`config.mk`:
```
export PLATFORM = sky130hd
export DESIGN_NAME = irq_trap_ctrl_flat
export DESIGN_NICKNAME = d
export VERILOG_FILES = /design/src/rtl/irq_trap_ctrl_if.sv /design/src/rtl/irq_trap_ctrl.sv /design/src/flat_wrapper.sv
export SDC_FILE = /design/constraint.sdc
export NUM_CORES = 1
export LEC_CHECK = 0
export CAP_MARGIN = 20
export CORE_MARGIN = 2
export CORE_UTILIZATION = 34
export DETAILED_ROUTE_END_ITERATION = 6
export PLACE_DENSITY = 0.86
export SETUP_SLACK_MARGIN = 0.2
export SLEW_MARGIN = 20
export SYNTH_ARGS = -nofsm -noshare
export SYNTH_HDL_FRONTEND = slang
export SYNTH_SLANG_ARGS = --single-unit
```
`constraint.sdc`:
```
create_clock -name clk -period 1.82 [get_ports clk]
set_input_delay 0.364 -clock clk [delete_from_list [all_inputs] [get_ports clk]]
set_output_delay 0.364 -clock clk [all_outputs]
set_load 0.1 [all_outputs]
```
`src/rtl/irq_trap_ctrl_if.sv`:
```
// irq_trap_ctrl_if
// CSR/pipeline-facing bundle of the interrupt/trap controller.
//   mstatus_mie_i  global interrupt enable (mstatus[3])
//   mie_meie_i     external interrupt enable (mie[11])
//   mie_mtie_i     timer interrupt enable (mie[7])
//   stall_i        pipeline stall, holds off trap entry
//   mret_i         mret decoded in execute, one-cycle valid
//   irq_take_o     one-cycle pulse: capture PC into mepc, redirect to mtvec
//   flush_o        flush fetch/decode
//   mret_take_o    one-cycle pulse: redirect to mepc
//   mcause_o       cause of the last taken trap
//   mip_o          pending view (bit 11 MEIP, bit 7 MTIP)
//   in_handler_o   trap handler active
// Modports: master = CSR file / pipeline side, slave = the controller.
interface irq_trap_ctrl_if;
  logic        mstatus_mie_i;
  logic        mie_meie_i;
  logic        mie_mtie_i;
  logic        stall_i;
  logic        mret_i;
  logic        irq_take_o;
  logic        flush_o;
  logic        mret_take_o;
  logic [31:0] mcause_o;
  logic [31:0] mip_o;
  logic        in_handler_o;

  modport master (
    output mstatus_mie_i, mie_meie_i, mie_mtie_i, stall_i, mret_i,
    input  irq_take_o, flush_o, mret_take_o, mcause_o, mip_o, in_handler_o
  );

  modport slave (
    input  mstatus_mie_i, mie_meie_i, mie_mtie_i, stall_i, mret_i,
    output irq_take_o, flush_o, mret_take_o, mcause_o, mip_o, in_handler_o
  );
endinterface

```
`src/rtl/irq_trap_ctrl.sv`:
```
// irq_trap_ctrl
// Interrupt controller and trap sequencer sitting in front of the CSR file.
// Synchronises the external interrupt, samples the timer level, masks both
// with mstatus.MIE / mie, prioritises external over timer and runs the
// trap-entry / mret-return sequence. Nested traps are blocked until mret.
//
// Parameters:
//   SYNC_STAGES  flops on ext_irq_i before edge detection (must be >= 2)
// Ports:
//   clk          core clock, rising edge
//   reset        asynchronous, active-low reset
//   ext_irq_i    asynchronous external interrupt line (rising edge = request)
//   timer_irq_i  synchronous timer interrupt level
//   bus          irq_trap_ctrl_if.slave (enables, stall, mret, strobes, CSRs)
// Configuration macro:
//   TIMER_IRQ_EN  defined: timer source active; undefined: timer tied off,
//                 mip_o[7]=0 and cause 7 is never produced.
module irq_trap_ctrl #(
  parameter int SYNC_STAGES = 2
) (
  input  logic             clk,
  input  logic             reset,
  input  logic             ext_irq_i,
  input  logic             timer_irq_i,
  irq_trap_ctrl_if.slave   bus
);

  localparam logic [31:0] CAUSE_EXT = 32'h8000_000B;
  localparam logic [31:0] CAUSE_TMR = 32'h8000_0007;

  typedef enum logic [1:0] {IDLE, ENTER, HANDLER, RETURN} state_t;

  state_t                 state_reg;
  logic [SYNC_STAGES-1:0] sync_reg;
  logic                   sync_prev_reg;
  // Shift register of ones that fills after reset release; edge detection is
  // armed only once both the synchroniser output and its delayed copy hold
  // real samples, so a line already high at reset release is not an edge.
  logic [SYNC_STAGES:0]   prime_reg;
  logic                   ext_pend_reg;
  logic                   ext_pend_next;
  logic                   irq_take_reg;
  logic                   mret_take_reg;
  logic                   flush_reg;
  logic                   in_handler_reg;
  logic [31:0]            mcause_reg;

  logic ext_rise;
  logic tmr_pend;
  logic elig_ext;
  logic elig_tmr;
  logic take_req;

`ifdef TIMER_IRQ_EN
  assign tmr_pend = timer_irq_i;
  assign elig_tmr = tmr_pend & bus.mie_mtie_i & bus.mstatus_mie_i;
`else
  logic unused_timer;
  assign unused_timer = timer_irq_i ^ bus.mie_mtie_i;
  assign tmr_pend = 1'b0;
  assign elig_tmr = 1'b0;
`endif

  assign ext_rise = prime_reg[SYNC_STAGES] & sync_reg[SYNC_STAGES-1] & ~sync_prev_reg;
  assign elig_ext = ext_pend_reg & bus.mie_meie_i & bus.mstatus_mie_i;
  assign take_req = (state_reg == IDLE) & (elig_ext | elig_tmr) & ~bus.stall_i;

  // Clear on external trap entry, but a simultaneous new edge wins.
  always_comb begin
    ext_pend_next = ext_pend_reg;
    if (take_req && elig_ext) begin
      ext_pend_next = 1'b0;
    end
    if (ext_rise) begin
      ext_pend_next = 1'b1;
    end
  end

  always_ff @(posedge clk or negedge reset) begin
    if (!reset) begin
      sync_reg      <= '0;
      sync_prev_reg <= 1'b0;
      prime_reg     <= '0;
      ext_pend_reg  <= 1'b0;
    end else begin
      sync_reg      <= {sync_reg[SYNC_STAGES-2:0], ext_irq_i};
      sync_prev_reg <= sync_reg[SYNC_STAGES-1];
      prime_reg     <= {prime_reg[SYNC_STAGES-1:0], 1'b1};
      ext_pend_reg  <= ext_pend_next;
    end
  end

  // Trap sequencer; all outputs are registered alongside the state.
  always_ff @(posedge clk or negedge reset) begin
    if (!reset) begin
      state_reg      <= IDLE;
      irq_take_reg   <= 1'b0;
      mret_take_reg  <= 1'b0;
      flush_reg      <= 1'b0;
      in_handler_reg <= 1'b0;
      mcause_reg     <= '0;
    end else begin
      irq_take_reg  <= 1'b0;
      mret_take_reg <= 1'b0;
      flush_reg     <= 1'b0;
      case (state_reg)
        IDLE: begin
          if (take_req) begin
            state_reg    <= ENTER;
            irq_take_reg <= 1'b1;
            flush_reg    <= 1'b1;
            mcause_reg   <= elig_ext ? CAUSE_EXT : CAUSE_TMR;
          end
        end
        ENTER: begin
          state_reg      <= HANDLER;
          in_handler_reg <= 1'b1;
        end
        HANDLER: begin
          if (bus.mret_i) begin
            state_reg     <= RETURN;
            mret_take_reg <= 1'b1;
            flush_reg     <= 1'b1;
          end
        end
        RETURN: begin
          state_reg      <= IDLE;
          in_handler_reg <= 1'b0;
        end
        default: begin
          state_reg      <= IDLE;
          in_handler_reg <= 1'b0;
        end
      endcase
    end
  end

  assign bus.irq_take_o   = irq_take_reg;
  assign bus.mret_take_o  = mret_take_reg;
  assign bus.flush_o      = flush_reg;
  assign bus.in_handler_o = in_handler_reg;
  assign bus.mcause_o     = mcause_reg;
  assign bus.mip_o        = {20'b0, ext_pend_reg, 3'b0, tmr_pend, 7'b0};

endmodule

```
`src/flat_wrapper.sv`:
```
// flat-port wrapper written by rule: the top's interface ports become plain ports
module irq_trap_ctrl_flat 
#(
  parameter int SYNC_STAGES = 2
)
  (clk, reset, ext_irq_i, timer_irq_i, bus_mstatus_mie_i, bus_mie_meie_i, bus_mie_mtie_i, bus_stall_i, bus_mret_i, bus_irq_take_o, bus_flush_o, bus_mret_take_o, bus_mcause_o, bus_mip_o, bus_in_handler_o);
  irq_trap_ctrl_if bus_i ();
  input  logic clk;
  input  logic reset;
  input  logic ext_irq_i;
  input  logic timer_irq_i;
  input wire logic [$bits(bus_i.mstatus_mie_i)-1:0] bus_mstatus_mie_i;
  input wire logic [$bits(bus_i.mie_meie_i)-1:0] bus_mie_meie_i;
  input wire logic [$bits(bus_i.mie_mtie_i)-1:0] bus_mie_mtie_i;
  input wire logic [$bits(bus_i.stall_i)-1:0] bus_stall_i;
  input wire logic [$bits(bus_i.mret_i)-1:0] bus_mret_i;
  output wire logic [$bits(bus_i.irq_take_o)-1:0] bus_irq_take_o;
  output wire logic [$bits(bus_i.flush_o)-1:0] bus_flush_o;
  output wire logic [$bits(bus_i.mret_take_o)-1:0] bus_mret_take_o;
  output wire logic [$bits(bus_i.mcause_o)-1:0] bus_mcause_o;
  output wire logic [$bits(bus_i.mip_o)-1:0] bus_mip_o;
  output wire logic [$bits(bus_i.in_handler_o)-1:0] bus_in_handler_o;
  assign bus_i.mstatus_mie_i = bus_mstatus_mie_i;
  assign bus_i.mie_meie_i = bus_mie_meie_i;
  assign bus_i.mie_mtie_i = bus_mie_mtie_i;
  assign bus_i.stall_i = bus_stall_i;
  assign bus_i.mret_i = bus_mret_i;
  assign bus_irq_take_o = bus_i.irq_take_o;
  assign bus_flush_o = bus_i.flush_o;
  assign bus_mret_take_o = bus_i.mret_take_o;
  assign bus_mcause_o = bus_i.mcause_o;
  assign bus_mip_o = bus_i.mip_o;
  assign bus_in_handler_o = bus_i.in_handler_o;
  irq_trap_ctrl #(.SYNC_STAGES(SYNC_STAGES)) u_core (.clk(clk), .reset(reset), .ext_irq_i(ext_irq_i), .timer_irq_i(timer_irq_i), .bus(bus_i));
endmodule
```
# Word-level counts from Yosys, hierarchy flattened
# Cells that the tools add are included.
# Widths: inputs -> output; s select.
[classes] magnitude_cmp=0 n_reduce_logical=6 mux=12 n_shift=0 bitwise_logic=8 div_mod_pow=0 n_eq_ne=5 n_mul=0 n_addsub=0
[ops] op="$pmux 2 s4" n=1
[ops] op="$and 1x1->1" n=6
[ops] op="$mux 1" n=6
[ops] op="$eq 2x2->1 const B" n=2
[ops] op="$mux 2" n=2
[ops] op="$mux 4" n=1
[ops] op="$pmux 1 s2" n=2
[ops] op="$reduce_and 2->1" n=2
[ops] op="$reduce_bool 2->1" n=2
[ops] op="$eq 2x1->1 const B" n=1
[ops] op="$logic_not 2->1" n=1
[ops] op="$ne 2x1->1 const B" n=1
[ops] op="$ne 2x2->1 const B" n=1
[ops] op="$not 1->1" n=2
[ops] op="$logic_and 1x1->1" n=1
[totals] latch_bits=0 rom_bits=0 output_inout_bits=68 in_bits=9 memories=0 regBits=45 ram_bits=0

# Depth between registers and ports, before layout
# Gate-level depths: netlist (run 1).
[depth] ltp_word=7 ltp_mapped=5 ltp_nobuf=5

# Worst setup path after synthesis (run 1)
# No wires, ideal clock.
[synth_timing] path_type="register to output" start="register u_core.mcause_reg[1] (netlist: u_core.bus.mcause_o[1])" end="output port bus_mcause_o[1]" stages_incl_launch_ff=2 path_slack_ns=0.104 n_path_buf=1 arrival_ns=1.352 required_ns=1.456 path_cell_list="dfrtp_1 > buf_4"
[synth_rtl] item="start: declaration" line_no="irq_trap_ctrl.sv:46" source="logic [31:0] mcause_reg;"
[synth_rtl] item="start signal: assignment" line_no="irq_trap_ctrl.sv:112" source="mcause_reg <= elig_ext ? CAUSE_EXT : CAUSE_TMR;"
[synth_rtl] item="end: declaration" line_no="flat_wrapper.sv:20" source="output wire logic [$bits(bus_i.mcause_o)-1:0] bus_mcause_o;"
# No word-level cell between the ends.

# Worst setup path in the final report (run 1)
[layout_timing] start="register u_core.state_reg[0]" end="register u_core.state_reg[1]"
[layout_between] elab_chain_cells=5
[layout_lines] item="start: declaration" line_no="irq_trap_ctrl.sv:33" source="state_t state_reg;"
[layout_lines] item="start signal: assignment" line_no="irq_trap_ctrl.sv:96" source="state_reg <= IDLE;"
[layout_lines] item="start signal: assignment" line_no="irq_trap_ctrl.sv:109" source="state_reg <= ENTER;"
[layout_lines] item="start signal: assignment" line_no="irq_trap_ctrl.sv:116" source="state_reg <= HANDLER;"
[layout_lines] item="$logic_not 2->1" line_no="irq_trap_ctrl.sv:66, irq_trap_ctrl.sv:106"
[layout_lines] item="$and 1x1->1 (2 in a row)" line_no="irq_trap_ctrl.sv:66" source="assign take_req = (state_reg == IDLE) & (elig_ext | elig_tmr) & ~bus.stall_i;"
[layout_lines] item="$ne 2x1->1 (no source line)"
[layout_lines] item="$reduce_and 2->1 (no source line)"
# Parallel ways exist; a longest one is shown, timed or not.
# A chain may end at the register's enable or synchronous reset.

==> results of run 1 <==
[cell usage in the layout, fill, tap and decap left out]
cell / Yosys / routed
sky130_fd_sc_hd__conb_1: 2 / 59
sky130_fd_sc_hd__dfrtp_1: 16 / 15
sky130_fd_sc_hd__buf_12: 0 / 10
sky130_fd_sc_hd__clkdlybuf4s50_1: 0 / 6
sky130_fd_sc_hd__ha_1: 5 / 5
sky130_fd_sc_hd__inv_1: 4 / 4
sky130_fd_sc_hd__or2b_1: 3 / 3
sky130_fd_sc_hd__nor2_1: 3 / 3
sky130_fd_sc_hd__clkbuf_4: 0 / 3
sky130_fd_sc_hd__nand2_1: 2 / 2
sky130_fd_sc_hd__and2_1: 1 / 1
sky130_fd_sc_hd__nand4b_4: 1 / 1
sky130_fd_sc_hd__or2_4: 1 / 1
sky130_fd_sc_hd__nor2b_1: 1 / 1
sky130_fd_sc_hd__a21oi_2: 1 / 1
sky130_fd_sc_hd__mux2_2: 1 / 1
sky130_fd_sc_hd__a2bb2oi_1: 1 / 1
sky130_fd_sc_hd__o2bb2ai_1: 1 / 1
sky130_fd_sc_hd__and2_4: 1 / 1
sky130_fd_sc_hd__clkbuf_8: 0 / 1
sky130_fd_sc_hd__dfrtp_2: 0 / 1
[per-layer routing]
metal  wire (um)  share of wire (%)  GRT usage [%]
met1         364                 30           6.69
met2         624                 51           10.7
met3         203                 17           4.76
met4          21                1.7           3.81
met5           0                  0              0
[worst max-delay path, cell delays in order (launching register included)]
cell and delay, ns:
sky130_fd_sc_hd__dfrtp_1 0.41, sky130_fd_sc_hd__inv_1 0.10, sky130_fd_sc_hd__ha_1 0.23, sky130_fd_sc_hd__nor2b_1 0.14, sky130_fd_sc_hd__a21oi_2 0.14, sky130_fd_sc_hd__mux2_2 0.34
[cells by family after synthesis]
| family | share of synthesized area (%) |
|---|---|
| buffers and inverters | 44.0 |
| adder cells (fa/ha/maj) | 5.81 |
| AND/OR/NAND/NOR | 8.84 |
| other | 0.698 |
| multiplexers | 1.05 |
| AO/OA/AOI/OAI | 2.44 |
| flip-flops | 37.2 |
[path summary, 6_finish.rpt]
kind / start / endpoint / slack, ns / cells past startpoint
worst min register to register: u_core.prime_reg[0] / u_core.prime_reg[1] / 0.35 / 0
worst max register to register: u_core.state_reg[0] / u_core.state_reg[1] / 0.35 / 5
min in group asynchronous: reset / u_core.bus.mcause_o[3] / 0.50 / 1
max in group asynchronous: reset / u_core.bus.mcause_o[1] / 0.84 / 1
worst min-delay path: u_core.prime_reg[0] / u_core.prime_reg[1] / 0.35 / 0
worst max-delay path: u_core.state_reg[0] / u_core.state_reg[1] / 0.35 / 5
[final cells by class]
type,instances,area [um^2]
fill,315,1840
inverter,4,15.0
tap,44,55.1
sequential,16,402
clock buffer,4,36.3
multi-input combinational,81,417
timing repair buffer,16,260
[cell usage after synthesis]
library cell                count
sky130_fd_sc_hd__buf_4         61
sky130_fd_sc_hd__dfrtp_1       16
sky130_fd_sc_hd__ha_1           5
sky130_fd_sc_hd__inv_1          4
sky130_fd_sc_hd__nor2_1         3
sky130_fd_sc_hd__or2b_1         3
sky130_fd_sc_hd__conb_1         2
sky130_fd_sc_hd__nand2_1        2
sky130_fd_sc_hd__a21oi_2        1
sky130_fd_sc_hd__a2bb2oi_1      1
sky130_fd_sc_hd__and2_1         1
sky130_fd_sc_hd__and2_4         1
sky130_fd_sc_hd__mux2_2         1
sky130_fd_sc_hd__nand4b_4       1
sky130_fd_sc_hd__nor2b_1        1
sky130_fd_sc_hd__o2bb2ai_1      1
sky130_fd_sc_hd__or2_4          1
[metrics by stage]
stage	setup slack (ns)	hold WS, ns	cell area [um^2]
floorplan	0.402	0.0684	1290
global placement	0.179	0.332	1150
detailed placement	0.167	0.337	1150
CTS	0.344	0.358	1180
global route	0.256	0.370	1180
finish	0.346	0.355	1180
==> summary.txt, run 1 <==
Initial Utilization - 35.5%
global-route total usage across every layer - 6.86%
fraction of synthesized cell area taken by the top area cell type - 42.6%
cell accounting for the most synthesized area - sky130_fd_sc_hd__buf_4
number of buffers created by CTS - 3
non-filler instance count after layout - 165
DRC viols - 0
overall overflow remaining after global route - 0
Net count, final - 136
Yosys cell types - 17
kind of start point of the critical path - flip-flop
Post-Synthesis Mean Instance Area - 10.2 um^2
cell area after synthesis - 1080 um^2
Final Util - 39.1%
biggest area contributors in the synthesized netlist - sky130_fd_sc_hd__buf_4 43%, sky130_fd_sc_hd__dfrtp_1 37%, sky130_fd_sc_hd__ha_1 5.8%
number of global-route vias before repair - 423
number of DRC violations after detailed-routing iteration 0 - 1
result of the run - finished, final reports clean
number of buffers inserted by hold repair at cts - 0
port buffer count - 16
CTS Root Buffer Type - sky130_fd_sc_hd__clkbuf_4
max-slew headroom at the worst pin - 53.2%
Worst Setup Path Type - reg -> reg
area of the placeable core - 3030 um^2
largest fanout on the critical path - 4
required time of the critical path - 1.99 ns
maximum number of pins on one net before global-route repair - 17
final number of max-transition violations - 0
# diodes - 0
final period utilization - 81.0%
Die Ht - 60.3 um
floorplan die area - 3630 um^2
antenna violations before repair - 0
Worst Max-Slew Pin Slew - 0.700 ns
synthesis warning total - 0
Final setup viols - 0
crit path DAT - 1.65 ns
Hold WC Path Type - reg -> reg
standard-cell rows - 20
routed wire length - 1.21 mm
final hold violations - 0
sequential cell area fraction in the yosys report - 37.2%
routability cong. - 0.677
Placed Cells incl. Taps - 161
final sum of negative setup slack - 0 ns
Clock Skew - 0.00431 ns
number of gates given a new drive strength after cts - 0
max-cap check violation count - 0
number of optimization iterations in the first detailed-route pass - 2
RSZ-0062 raised after global routing - false
capturing element type of the critical path - flip-flop
fraction of final layout cells sized beyond drive strength 1 - 16.5%
antenna violation net count after detailed routing - 0
wire length of the first global-routing pass - 1.75 mm
area added between synthesis and finish - 10.1%
vias per cell - 3.11
worst skew pair latency - 0.28 ns
average wire length per cell after detail routing - 7.35 um
flip-flop and latch count after synthesis - 16
highest attainable clock frequency - 678 MHz
TritonCTS clock tree - done
post-synthesis instance total - 105
Final Critical Period - 1.47 ns
DP Wirelength - 1.03 mm
Clock Tree Buf Depth - 2
post-CTS setup repair buffer count - 0
number of ports placed on the die boundary - 77
die width - 60.3 um
CTS sink cnt - 16
CTS clk-pin slew, worst paths - 0.09 ns
H-Tree Depth - 1
via count - 513
Power of run 1 is not shown: default switching activity piles up to over one toggle a cycle in this logic, so the estimate is an artifact.
==> run 2, diff against run 1 <==
- clock period: 1.82 -> 1.5 ns (I/O delays scaled with it)
==> run 2 against run 1 <==
Effect of this change:
- wire length rose by 3.2%
- sequential share of layout area is 1.5 points lower
- final cell count up 3.0%
- worst setup slack lost 0.15 ns
- global-route usage decreased by 0.10 points
- register-to-register slack worse by 0.15 ns
- hold slack lost 0.10 ns
- via count up 4.3%
- cell area up 5.8%
- clock skew is 0.0027 ns higher
==> summary.txt, run 2 (synthesis results as in run 1) <==
result of the run - finished, final reports clean
Net count, final - 141
Buf/Inv on CP - 1
fraction of final layout cells sized beyond drive strength 1 - 25.4%
DP Wirelength - 1.08 mm
Final setup viols - 0
standard-cell rows - 20
crit path DAT - 1.01 ns
maximum number of pins on one net before global-route repair - 11
Final Util - 41.4%
number of global-route vias before repair - 420
capturing element type of the critical path - primary output
worst skew pair latency - 0.28 ns
antenna violation net count after detailed routing - 0
Worst Setup Path Type - reg -> out
category of cells accounting for the largest share of critical-path delay - flip-flops
Final Critical Period - 1.31 ns
Clock Tree Buf Depth - 2
required time of the critical path - 1.20 ns
Placed Cells incl. Taps - 162
kind of start point of the critical path - flip-flop
die width - 60.3 um
# diodes - 0
Initial Utilization - 35.5%
Hold WC Path Type - in -> async
cell area after placement - 1160 um^2
floorplan die area - 3630 um^2
Die Ht - 60.3 um
max-cap check violation count - 0
most common library cell in the layout ignoring fill and taps - sky130_fd_sc_hd__conb_1
CTS Root Buffer Type - sky130_fd_sc_hd__clkbuf_4
area of the placeable core - 3030 um^2
number of buffers created by CTS - 3
most frequent cells in the layout - 59 x sky130_fd_sc_hd__conb_1, 13 x sky130_fd_sc_hd__dfrtp_1, 10 x sky130_fd_sc_hd__buf_12
wire length of the first global-routing pass - 1.75 mm
number of ports placed on the die boundary - 77
overall overflow remaining after global route - 0
via count - 535
CTS sink cnt - 16
largest fanout on the critical path - 4
RSZ-0062 raised after global routing - true
crit-path max cell delay - 0.54 ns
H-Tree Depth - 1
number of DRC violations after detailed-routing iteration 0 - 5
DRC viols - 0
Max stage delay cell, worst path - sky130_fd_sc_hd__dfrtp_4
final period utilization - 87.0%
port buffer count - 16
non-filler instance count after layout - 170
average wire length per cell after detail routing - 7.36 um
worst path cell trace - buf_12
CTS clk-pin slew, worst paths - 0.09 ns
Final Instance Area - 1250 um^2
antenna violations before repair - 0
highest attainable clock frequency - 766 MHz
Clock Skew - 0.00703 ns
final sum of negative setup slack - 0 ns
final number of max-transition violations - 0
filler cell count - 301
routability cong. - 0.725
number of optimization iterations in the first detailed-route pass - 4
final hold violations - 0
TritonCTS clock tree - done
global-route total usage across every layer - 6.75%
routed wire length - 1.25 mm
vias per cell - 3.15
area added between synthesis and finish - 16.5%
-- run 2: worst paths after layout --
path                                             start                      to  slack (ns)  cells after the start
worst max-delay path            u_core.bus.mcause_o[1]         bus_mcause_o[0]        0.19                      1
worst min-delay path                             reset  u_core.bus.mret_take_o        0.25                      1
min in group clk                   u_core.prime_reg[0]     u_core.prime_reg[1]        0.36                      0
worst min register to register     u_core.prime_reg[0]     u_core.prime_reg[1]        0.36                      0
max in group asynchronous                        reset     u_core.ext_pend_reg        0.81                      2
worst max register to register     u_core.state_reg[1]     u_core.state_reg[1]        0.20                      4
-- run 2: stage by stage --
stage                     hold WS (ns)  setup slack [ns]
after floorplan                0.00441             0.205
after detailed placement         0.340           -0.0729
after global routing             0.257             0.157
final                            0.251             0.195
after CTS                        0.252             0.185
after global placement           0.332           -0.0585
-- run 2: layout make-up --
type	instances	area, um^2	area share [%]
Inverter	4	15.0	1.20
Clock buffer	4	36.3	2.89
Sequential cell	16	407	32.4
Timing Repair Buffer	21	298	23.8
Tap cell	44	55.1	4.39
Multi-Input combinational cell	81	443	35.3
-- run 2: metal layers --
layer	GRT usage, %	share of wire [%]	up-vias
met1	6.38	33	248
met3	4.98	14	0
met2	12.4	54	45
li1	-	-	242
met5	0	0	-
met4	0	0	0
-- run 2: repair_timing --
item / in CTS / in global routing
pin swaps: 0 / 1
buffers inserted: 2 / 2
hold buffers: 0 / 0
gates resized for setup: 0 / 7
endpoints found under the setup margin: 6 / 10
Power of run 2 is left out for the same reason.
==> run 3, diff against run 2 <==
- SKIP_CTS_REPAIR_TIMING: unset -> 1
==> run 3 against run 2 <==
Effect of this change:
- clock-buffer cell count unchanged
- via count is 0.37% lower
- fmax about the same
- worst setup slack worse by 0.0012 ns
- final cell count is the same
- die area did not move
- clock skew about the same
- utilization increased by 0.58 points
- register-to-register slack barely moved
- flip-flop and latch count did not move
- hold slack about the same
- highest routed layer unchanged
==> summary.txt, run 3 (synthesis results as in run 1) <==
result of the run - finished, final reports clean
routed wire length - 1.29 mm
overall overflow remaining after global route - 0
Clock Skew - 0.00740 ns
filler cell count - 298
antenna violation net count after detailed routing - 0
global-route total usage across every layer - 6.53%
highest routed metal layer - met3
final period utilization - 87.1%
number of optimization iterations in the first detailed-route pass - 4
worst path cell trace - inv_2 > ha_4 > nor2b_4 > a21oi_4 > mux2_4
startpoint of the worst setup timing path - u_core.state_reg[0]
crit path DAT - 1.48 ns
wire length of the first global-routing pass - 1.69 mm
port buffer count - 16
wire length on met3 - 171 um
Final Critical Period - 1.31 ns
Fin Hold WS - 0.250 ns
antenna violations before repair - 0
most frequent cells in the layout - 59 x sky130_fd_sc_hd__conb_1, 13 x sky130_fd_sc_hd__dfrtp_1, 10 x sky130_fd_sc_hd__buf_12
routability cong. - 0.725
met2 WL - 686 um
Net count, final - 141
Die Ht - 60.3 um
# diodes - 0
highest attainable clock frequency - 765 MHz
Max stage delay cell, worst path - sky130_fd_sc_hd__dfrtp_1
vias per cell - 3.14
Initial Utilization - 35.5%
CTS sink cnt - 16
Buf/Inv on CP - 1
number of DRC violations after detailed-routing iteration 0 - 5
via count - 533
area added between synthesis and finish - 18.1%
worst reg-to-reg path cell count - 5
DRC viols - 0
average wire length per cell after detail routing - 7.58 um
category of cells accounting for the largest share of critical-path delay - flip-flops
crit-path max cell delay - 0.40 ns
floorplan die area - 3630 um^2
die width - 60.3 um
TritonCTS clock tree - done
number of global-route vias before repair - 403
final number of max-transition violations - 0
path length in cells of the critical path - 5
CTS clk-pin slew, worst paths - 0.09 ns
fraction of final layout cells sized beyond drive strength 1 - 25.4%
worst skew pair latency - 0.28 ns
number of buffers created by CTS - 3
kind of start point of the critical path - flip-flop
Worst Setup Path Type - reg -> reg
required time of the critical path - 1.68 ns
CTS Root Buffer Type - sky130_fd_sc_hd__clkbuf_4
RSZ-0062 raised after global routing - true
capturing element type of the critical path - flip-flop
most common library cell in the layout ignoring fill and taps - sky130_fd_sc_hd__conb_1
Final Util - 42.0%
area of the placeable core - 3030 um^2
Hold WC Path Type - in -> async
Clock Tree Buf Depth - 2
cell area after placement - 1160 um^2
final hold violations - 0
number of ports placed on the die boundary - 77
Final setup viols - 0
DP Wirelength - 1.08 mm
H-Tree Depth - 1
routed metal-1 wire length - 431 um
reg2reg start - u_core.state_reg[0]
largest fanout on the critical path - 3
Final Instance Area - 1270 um^2
maximum number of pins on one net before global-route repair - 11
standard-cell rows - 20
max-cap check violation count - 0
run 3: cell types whose count changed in the layout (fill, tap and decap cells not counted):
cell and change:
sky130_fd_sc_hd__a21oi_2 -1, sky130_fd_sc_hd__a21oi_4 +1, sky130_fd_sc_hd__ha_2 -1, sky130_fd_sc_hd__ha_4 +1
run 3: routing by layer:
layer / vias to the layer above / global-route usage (%)
met4: 0 / 0
met3: 0 / 4.98
li1: 240 / -
met5: - / 0
met2: 45 / 11.5
met1: 248 / 6.52
run 3: worst paths after layout:
check                                    endpoint  slack [ns]
max                           u_core.state_reg[1]        0.19
min                        u_core.bus.mret_take_o        0.25
max reg2reg                   u_core.state_reg[1]        0.19
min reg2reg                   u_core.prime_reg[1]        0.36
max in group asynchronous     u_core.ext_pend_reg        0.81
min in group clk              u_core.prime_reg[1]        0.36
run 3: cell type report:
type	count	area, um^2	area share [%]
Tap cell	44	55.1	4.33
Multi-Input combinational cell	81	460	36.2
Inverter	4	15.0	1.18
Sequential cell	16	407	32.0
Clock buffer	4	36.3	2.85
Timing Repair Buffer	21	298	23.4
run 3: worst reg2reg max path, cell delays in order (launching register included):
cell                      delay (ns)
sky130_fd_sc_hd__dfrtp_1        0.40
sky130_fd_sc_hd__inv_2          0.09
sky130_fd_sc_hd__ha_4           0.16
sky130_fd_sc_hd__nor2b_4        0.12
sky130_fd_sc_hd__a21oi_4        0.13
sky130_fd_sc_hd__mux2_4         0.31
run 3: per-stage QoR:
| step | setup slack [ns] | setup TNS (ns) | std cells |
|---|---|---|---|
| final | 0.193 | 0 | 170 |
| after global routing | 0.150 | 0 | 170 |
| after CTS | 0.116 | 0 | 166 |
| after detailed placement | -0.0729 | -0.0729 | 162 |
| after global placement | -0.0585 | -0.0585 | 162 |
| after floorplan | 0.205 | 0 | 162 |
Power of run 3 is left out for the same reason.
